`src/rtl/fetch_ctrl.sv`:
```
// Instruction-fetch sequencing controller: drives PC enable/reset/source select
// from debug commands, hazard stalls and branch resolution; drains on halt.
module fetch_ctrl #(
    parameter int unsigned                ADDR_BITS    = 32,
    parameter int unsigned                DATA_WIDTH   = 32,
    parameter int unsigned                CNT_BITS     = 32,
    parameter logic [DATA_WIDTH-1:0]      HALT_WORD    = 32'hFFFF_FFFF,
    parameter int unsigned                DRAIN_CYCLES = 4
) (
    input  logic                  clk,
    input  logic                  reset,
    input  logic                  cmd_run,
    input  logic                  cmd_step,
    input  logic                  cmd_clear,
    input  logic                  stall_req,
    input  logic                  branch_taken,
    input  logic [DATA_WIDTH-1:0] instr_in,
    output logic                  pc_enable,
    output logic                  pc_reset,
    output logic                  mux_select,
    output logic                  busy,
    output logic                  halted,
    output logic                  step_done,
    output logic [CNT_BITS-1:0]   cycle_count
);

    localparam int unsigned DCW = (DRAIN_CYCLES > 1) ? $clog2(DRAIN_CYCLES) : 1;
    localparam logic [DCW-1:0] DRAIN_LAST = DCW'(DRAIN_CYCLES - 1);

    // Elaboration-time sanity checks on the parameter set.
    if (ADDR_BITS < 2) begin : g_bad_addr_bits
        $error("fetch_ctrl: ADDR_BITS must be at least 2");
    end
    if (DRAIN_CYCLES < 1) begin : g_bad_drain_cycles
        $error("fetch_ctrl: DRAIN_CYCLES must be at least 1");
    end

    typedef enum logic [2:0] {
        S_INIT  = 3'd0,
        S_IDLE  = 3'd1,
        S_RUN   = 3'd2,
        S_STEP  = 3'd3,
        S_DRAIN = 3'd4,
        S_HALT  = 3'd5
    } state_t;

    state_t                r_state;
    state_t                w_next;
    logic [CNT_BITS-1:0]   r_cycle_count;
    logic [DCW-1:0]        r_drain_cnt;
    logic                  r_step_done;

    logic w_fetching;
    logic w_halt_hit;
    logic w_fetch_ok;
    logic w_pc_enable;
    logic w_busy;
    logic w_clear;

    // A taken branch squashes the path carrying the halt word.
    assign w_halt_hit  = (instr_in == HALT_WORD) && !branch_taken;
    assign w_fetching  = (r_state == S_RUN) || (r_state == S_STEP);
    assign w_fetch_ok  = w_fetching && !stall_req && !w_halt_hit;
    assign w_pc_enable = w_fetch_ok || (branch_taken && w_fetching && !stall_req);
    assign w_busy      = w_fetching || (r_state == S_DRAIN);
    assign w_clear     = cmd_clear && ((r_state == S_IDLE) || (r_state == S_HALT));

    always_comb begin
        w_next = r_state;
        unique case (r_state)
            S_INIT:  w_next = S_IDLE;
            S_IDLE: begin
                if (cmd_clear)     w_next = S_INIT;
                else if (cmd_run)  w_next = S_RUN;
                else if (cmd_step) w_next = S_STEP;
            end
            S_RUN: begin
                if (w_halt_hit) w_next = S_DRAIN;
            end
            S_STEP: begin
                if (w_pc_enable)     w_next = S_IDLE;
                else if (w_halt_hit) w_next = S_DRAIN;
            end
            S_DRAIN: begin
                if (r_drain_cnt == DRAIN_LAST) w_next = S_HALT;
            end
            S_HALT: begin
                if (cmd_clear) w_next = S_INIT;
            end
            default: w_next = S_INIT;
        endcase
    end

    always_ff @(posedge clk) begin
        if (!reset) begin
            r_state       <= S_INIT;
            r_cycle_count <= '0;
            r_drain_cnt   <= '0;
            r_step_done   <= 1'b0;
        end else begin
            r_state     <= w_next;
            r_step_done <= (r_state == S_STEP) && w_pc_enable;

            if (w_clear) begin
                r_cycle_count <= '0;
            end else if (w_busy && (r_cycle_count != '1)) begin
                r_cycle_count <= r_cycle_count + CNT_BITS'(1);
            end

            if (r_state == S_DRAIN) begin
                r_drain_cnt <= (r_drain_cnt == DRAIN_LAST) ? '0 : r_drain_cnt + DCW'(1);
            end else begin
                r_drain_cnt <= '0;
            end
        end
    end

    assign pc_enable   = w_pc_enable;
    assign mux_select  = branch_taken && w_pc_enable;
    assign pc_reset    = !reset || (r_state == S_INIT);
    assign busy        = w_busy;
    assign halted      = (r_state == S_HALT);
    assign step_done   = r_step_done;
    assign cycle_count = r_cycle_count;

endmodule

```
`config.mk`:
```
export PLATFORM = sky130hd
export DESIGN_NAME = fetch_ctrl
export DESIGN_NICKNAME = d
export VERILOG_FILES = /design/src/rtl/fetch_ctrl.sv
export SDC_FILE = /design/constraint.sdc
export NUM_CORES = 1
export LEC_CHECK = 0
export CORE_UTILIZATION = 40
export DETAILED_ROUTE_END_ITERATION = 12
export GPL_TIMING_DRIVEN = 0
export PLACE_DENSITY = 0.8
export RECOVER_POWER = 100
export SYNTH_ARGS = -nofsm -noshare
export SYNTH_HDL_FRONTEND = slang
export SYNTH_SLANG_ARGS = --single-unit
export TNS_END_PERCENT = 1
```
`constraint.sdc`:
```
create_clock -name clk -period 1.9 [get_ports clk]
set_input_delay 0.38 -clock clk [delete_from_list [all_inputs] [get_ports clk]]
set_output_delay 0.38 -clock clk [all_outputs]
set_load 0.02 [all_outputs]
```
==> metrics, run 1 <==
status=complete, but fails checks; violated checks=setup timing; num rows=25; commonest non-fill, non-tap cell in the layout=clkdlybuf4s50_1; final instance area=0.003202 mm²; FFs w/ async S/R, synth=0; critical path capture point type=output port; Die Height=74.34 µm; post-route setup slack=-0.01077 ns; vias in the first global route=2102; vias per inst=5.545; CTS H-Tree Depth=2; Hold Worst Slack=0.4307 ns; largest net degree at the start of global routing=12; Starting Density=0.4290; syn_nets=295; multiplexer area fraction after synthesis=0.009564; top_reg_cell synth=dfxtp_1; crit path cell chain=clkdlybuf4s50_1 -> nand3_2 -> nor3_2 -> nand3_1 -> nand2_2 -> nor2_2 -> buf_6; Initial DRC Count=118; Placer Congestion=0.8125; # fillers=418; number of hold-repair buffers added at the cts stage=0; Placed Area=0.002938 mm²; Critical Path Start Type=input port; crit path time final=1.911 ns; TritonCTS Buffers=5; maximum vdd ir drop=379.9 µV; area fraction in compound gates after synthesis=0.2194; area delta synth->final=52.96%; max cap viols=0; n_diodes=0; final clock skew=0.004060 ns; RSZ-0062 raised after global routing=true; Clock Sink Count=38; Req. time, crit path=1.52 ns; Slew @ Worst Pin=0.4817 ns; Crit path arrival time=1.53 ns; Worst Hold Class=reg -> reg; WL final=5903 µm; fmax=523.4 MHz; sequential cell area fraction in the yosys report=0.3634; Crit Path Category=in -> out; initial antenna violation count=0; XOR/XNOR share of the synthesized area=0.01674; total grt overflow=0; final setup vio count=1; Pwr Density=667.3 mW/mm²; worst-path fanout max=3; #FFs+latches synth=38; DIE AREA=0.005526 mm²; Post-synth EDFFs=0; NumNets Final=382; dpl ws=-0.7265 ns; clock latency on the worst-skew pair=0.29 ns; Avg Synthesized Cell Area=8.241 µm²; share of cells above drive strength 1=0.1842; first-pass GRT wire length=9211 µm; Adder-Cell Fraction of Synth Area=0.01195; max_slew headroom=0.6789; Total GRT Usage=0.2155; Fin. Hold Viols=0; synth unique cells=44; post-synthesis simple-gate area fraction=0.3425; leakage power=1.256 nW; largest family of logic cells by synthesized area=simple AND/OR/NAND/NOR gates; slowest stage cell, crit path=clkdlybuf4s50_1; synthesized cell area=0.002093 mm²; clk buf depth=2; Cells after Synth=254; number of synthesis warnings=0; DPL Wire Length=4285 µm; commonest non-fill, non-tap cells in the layout=50 x clkdlybuf4s50_1, 26 x dfxtp_1, 23 x a21oi_1; Buffers on Ports=76; core area=0.004880 mm²; CTS tree=built; TNS Setup=-0.01077 ns; IO Pins=77; DRT antenna net count=0; crit-path max cell delay=0.47 ns; Final Slew Violations=0; drt wl/cell=14.43 µm; Vias=2268; Root Buffer=clkbuf_8; Die X=74.34 µm; drt pass-1 iters=4; DRC viols=0; final worst-path cycle share=1.006; Worst-path clk slew=0.07 ns
where the power goes:
part / switching, W / internal, W / total (W) / leakage (nW)
sequential: 0.0000501 / 0.000830 / 0.000880 / 0.312
combinational: 0.000326 / 0.000259 / 0.000586 / 0.891
clock: 0.000278 / 0.000393 / 0.000670 / 0.0524
total: 0.000654 / 0.00148 / 0.00214 / 1.26
critical path, delay by kind of cell:
| kind | cells | cell delay (ns) |
|---|---|---|
| and+or+nand+nor | 5 | 0.56 |
| buffers and inverters | 2 | 0.59 |
kinds of logic after synthesis:
kind of cell | Yosys count
mux | 2
buf+inv | 17
xor+xnor | 4
simple gates | 123
flops | 38
fa+ha+maj | 2
compound gates | 68
flip-flops by register name (all words and copies together), names as in the netlist:
signal / count
cycle_count: 32
r_drain_cnt: 2
r_state: 3
step_done: 1
synthesized netlist by cell type (2+ instances only):
master / instances / share of area
xnor2_1: 3 / 0.013
inv_1: 6 / 0.011
and3_1: 5 / 0.015
o21ai_0: 16 / 0.038
and4_1: 5 / 0.021
a41o_1: 4 / 0.019
nor3_1: 6 / 0.014
dfxtp_1: 38 / 0.36
a31oi_1: 7 / 0.021
nand2_1: 22 / 0.039
a211oi_1: 2 / 0.0072
nand2b_1: 4 / 0.012
o31ai_1: 3 / 0.011
nand3_1: 15 / 0.036
a21oi_1: 23 / 0.055
a31o_2: 4 / 0.017
nand4_4: 2 / 0.020
nor4_1: 3 / 0.0090
nor3b_1: 2 / 0.0072
o211a_1: 2 / 0.0096
ha_1: 2 / 0.012
and2_1: 2 / 0.0060
nand4_1: 12 / 0.036
or3_1: 15 / 0.045
o211ai_1: 3 / 0.011
buf_2: 4 / 0.0096
clkbuf_1: 5 / 0.0090
nor2_1: 19 / 0.034
mux2i_1: 2 / 0.0096
or4_1: 4 / 0.014
routing by layer:
metal,GRT usage,up-vias,part of all wire
li1,-,1141,-
met1,0.2594,1069,0.44
met2,0.3828,51,0.51
met3,0.04336,7,0.046
met4,0.07338,0,0.011
met5,0,-,0
stage by stage:
stage          total power [W]  cells    util
5_1_grt               0.002245    409  0.6562
4_1_cts               0.002103    406  0.6287
2_1_floorplan         0.001205    254       -
3_5_place_dp          0.001432    397  0.6021
3_3_place_gp          0.001422    397  0.6021
6_report              0.002136    409  0.6562
what timing repair did:
action | CTS | global route
buffers inserted | 1 | 3
gates resized for setup | 39 | 40
pin swaps | 8 | 13
endpoints found under the setup margin | 32 | 30
final cells by class:
class / count / area [µm²] / area share
clock buffer: 7 / 76.32 / 0.02384
buffer: 10 / 72.57 / 0.02267
tap: 67 / 83.83 / 0.02618
multi-input combinational: 199 / 1330 / 0.4154
sequential: 38 / 775.7 / 0.2423
timing repair buffer: 80 / 807.0 / 0.2521
inverter: 7 / 26.28 / 0.008206
clock inverter: 1 / 30.03 / 0.009379
final timing paths:
check                 start               to  slack (ns)  depth (start not counted)
max            instr_in[19]        pc_enable       -0.01                          7
min          r_drain_cnt[0]   r_drain_cnt[0]        0.43                          1
max reg2reg      r_state[2]  cycle_count[23]        0.07                          6
min reg2reg  r_drain_cnt[0]   r_drain_cnt[0]        0.43                          1
No activity file was read; power rests on OpenSTA's default activity.
==> run 2, diff against run 1 <==
Settings changed: ABC_AREA set to 1, CORE_UTILIZATION 40 to 43, PLACE_DENSITY 0.8 to 0.81.
==> metrics, run 2 <==
Hold Worst Slack=0.4210 ns; synthesized cell area=0.002500 mm²; clock latency on the worst-skew pair=0.29 ns; largest family of logic cells by synthesized area=simple AND/OR/NAND/NOR gates; area delta synth->final=41.79%; sequential cell area fraction in the yosys report=0.3043; NumNets Final=537; CP top delay family=buffers and inverters; Die X=78.25 µm; P_int=0.001495 W; #FFs+latches synth=38; clk buf depth=2; max_slew headroom=0.6738; TritonCTS Buffers=5; Pwr Density=547.2 mW/mm²; Layout Cells excl Fill=569; Vias=2869; Reg power frac=0.421; vias in the first global route=2614; max cap viols=0; DRC viols=0; final clock skew=0.007466 ns; initial antenna violation count=0; top cell type's share of synthesized area=0.3043; largest net degree at the start of global routing=13; post-synthesis simple-gate area fraction=0.4880; Die Height=78.25 µm; slowest stage cell, crit path=clkdlybuf4s50_1; total grt overflow=0; Starting Density=0.4512; Critical Path Start Type=input port; drt wl/cell=12.15 µm; crit-path max cell delay=0.46 ns; syn_nets=452; Cells after Synth=411; top_reg_cell synth=dfxtp_1; TNS Setup=0 ns; CTS tree=built; area fraction in compound gates after synthesis=0.08158; Buf/Inv on CP=3; share of cells above drive strength 1=0.08652; Slew @ Worst Pin=0.4893 ns; worst-path fanout max=2; Crit Path Category=in -> out; leading area contributor after synthesis=dfxtp_1; fmax=531.0 MHz; DIE AREA=0.006122 mm²; register area=762.0 µm²; most frequent cell after synthesis=nand2_1; first-pass GRT wire length=11490 µm; critical path capture point type=output port; CTS H-Tree Depth=2; Post-synth EDFFs=0; Design Power=0.001940 W; Fin. Hold Viols=0; Clk network pwr share=0.443; crit path time final=1.883 ns; final setup vio count=0; leakage power=1.367 nW; WL final=6912 µm; core area=0.005540 mm²; n_diodes=0; status=complete, no violations; crit path cell chain=clkdlybuf4s50_1 -> nand2_1 -> nor2_1 -> nand2_1 -> nor2_1 -> nand3_2 -> nand3_2 -> inv_2 -> buf_6; dpl cells=559; DRT antenna net count=0; Adder-Cell Fraction of Synth Area=0.01001; commonest non-fill, non-tap cell in the layout=nand2_1; multiplexer area fraction after synthesis=0; max reg flops=32; number of hold-repair buffers added at the cts stage=0; Crit path arrival time=1.50 ns; XOR/XNOR share of the synthesized area=0.04905; maximum vdd ir drop=422.6 µV; P_sw=0.0004451 W; Total GRT Usage=0.2356; area of the multi-input gates=0.001589 mm²; Initial DRC Count=126; Avg Synthesized Cell Area=6.082 µm²; number of synthesis warnings=0; DPL Wire Length=5284 µm; Clock Sink Count=38; Buffers on Ports=76; num rows=27; synth unique cells=28; top cells by count, synth=170 x nand2_1, 69 x nor2_1, 38 x dfxtp_1, 28 x a21oi_1, 25 x inv_1; Root Buffer=clkbuf_8; Placer Congestion=0.9255; Final Slew Violations=0; RSZ-0062 raised after global routing=true; IO Pins=77; vias per inst=5.042; Req. time, crit path=1.52 ns; switching share of power=0.2294; # fillers=539; commonest non-fill, non-tap cells in the layout=170 x nand2_1, 67 x nor2_1, 61 x clkdlybuf4s50_1; FFs w/ async S/R, synth=0; final worst-path cycle share=0.9912; Synth area leaders=dfxtp_1 30%, nand2_1 26%, nor2_1 10%; Worst Hold Class=reg -> reg; Comb pwr share=0.137; drt pass-1 iters=5; Worst-path clk slew=0.08 ns
## run 2: changes by cell type after synthesis, sizes merged, moves of 7 or more
| cell | change |
|---|---|
| nand2 | +154 |
| nor2 | +58 |
| inv | +20 |
| or3 | -15 |
| nand4 | -10 |
| o21ai | -10 |
| nand3b | +9 |
| xor2 | +9 |
| a31oi | -7 |
## run 2: area by class of cell
| cell class | count | share of cell area |
|---|---|---|
| Buffer | 7 | 0.01800 |
| Clock buffer | 6 | 0.02330 |
| Inverter | 27 | 0.02930 |
| Clock inverter | 2 | 0.01694 |
| Timing Repair Buffer | 78 | 0.2238 |
| Multi-Input combinational cell | 339 | 0.4483 |
| Tap cell | 72 | 0.02541 |
| Sequential cell | 38 | 0.2150 |
## run 2: timing repair
item | 4_1_cts | 5_1_grt
gates resized for setup | 11 | 18
endpoints found under the hold margin | 0 | 0
buffers inserted | 0 | 2
endpoints found under the setup margin | 5 | 29
pin swaps | 0 | 11
## run 2: final timing paths
path                   from         endpoint  slack (ns)  depth (start not counted)
max            instr_in[28]        pc_enable        0.02                          9
min          r_drain_cnt[0]   r_drain_cnt[0]        0.42                          1
max reg2reg  cycle_count[0]  cycle_count[20]        0.08                          9
min reg2reg  r_drain_cnt[0]   r_drain_cnt[0]        0.42                          1
## run 2: power by group through the flow
stage | sequential (W) | combinational [W] | clock [W]
global route | 0.000816 | 0.000293 | 0.000909
finish | 0.000816 | 0.000265 | 0.000858
floorplan | 0.000836 | 0.000134 | 0
CTS | 0.000815 | 0.000264 | 0.000870
detailed placement | 0.000834 | 0.000267 | 0
global placement | 0.000833 | 0.000264 | 0
## run 2: logic make-up (layout without fill, tap and decap cells)
kind of cell,after synthesis,after routing
compound gates,38,38
xor+xnor,14,14
fa+ha+maj,2,2
buf+inv,34,120
flops,38,38
simple gates,285,285
## run 2: per-layer routing
layer	GRT usage	up-vias	share of wire
li1	-	1453	-
met3	0.04884	18	0.071
met4	0.09259	0	0.026
met1	0.2708	1276	0.41
met2	0.4237	122	0.49
met5	0	-	0
## run 2: stage by stage
stage               cell area, µm²  setup slack, ns    util
finish                        3545          0.01663  0.6398
detailed placement            3351          -0.4940  0.6048
CTS                           3493         -0.06616  0.6305
floorplan                     2500           0.1323       -
global placement              3351          -0.4775  0.6048
global route                  3545         -0.03111  0.6398
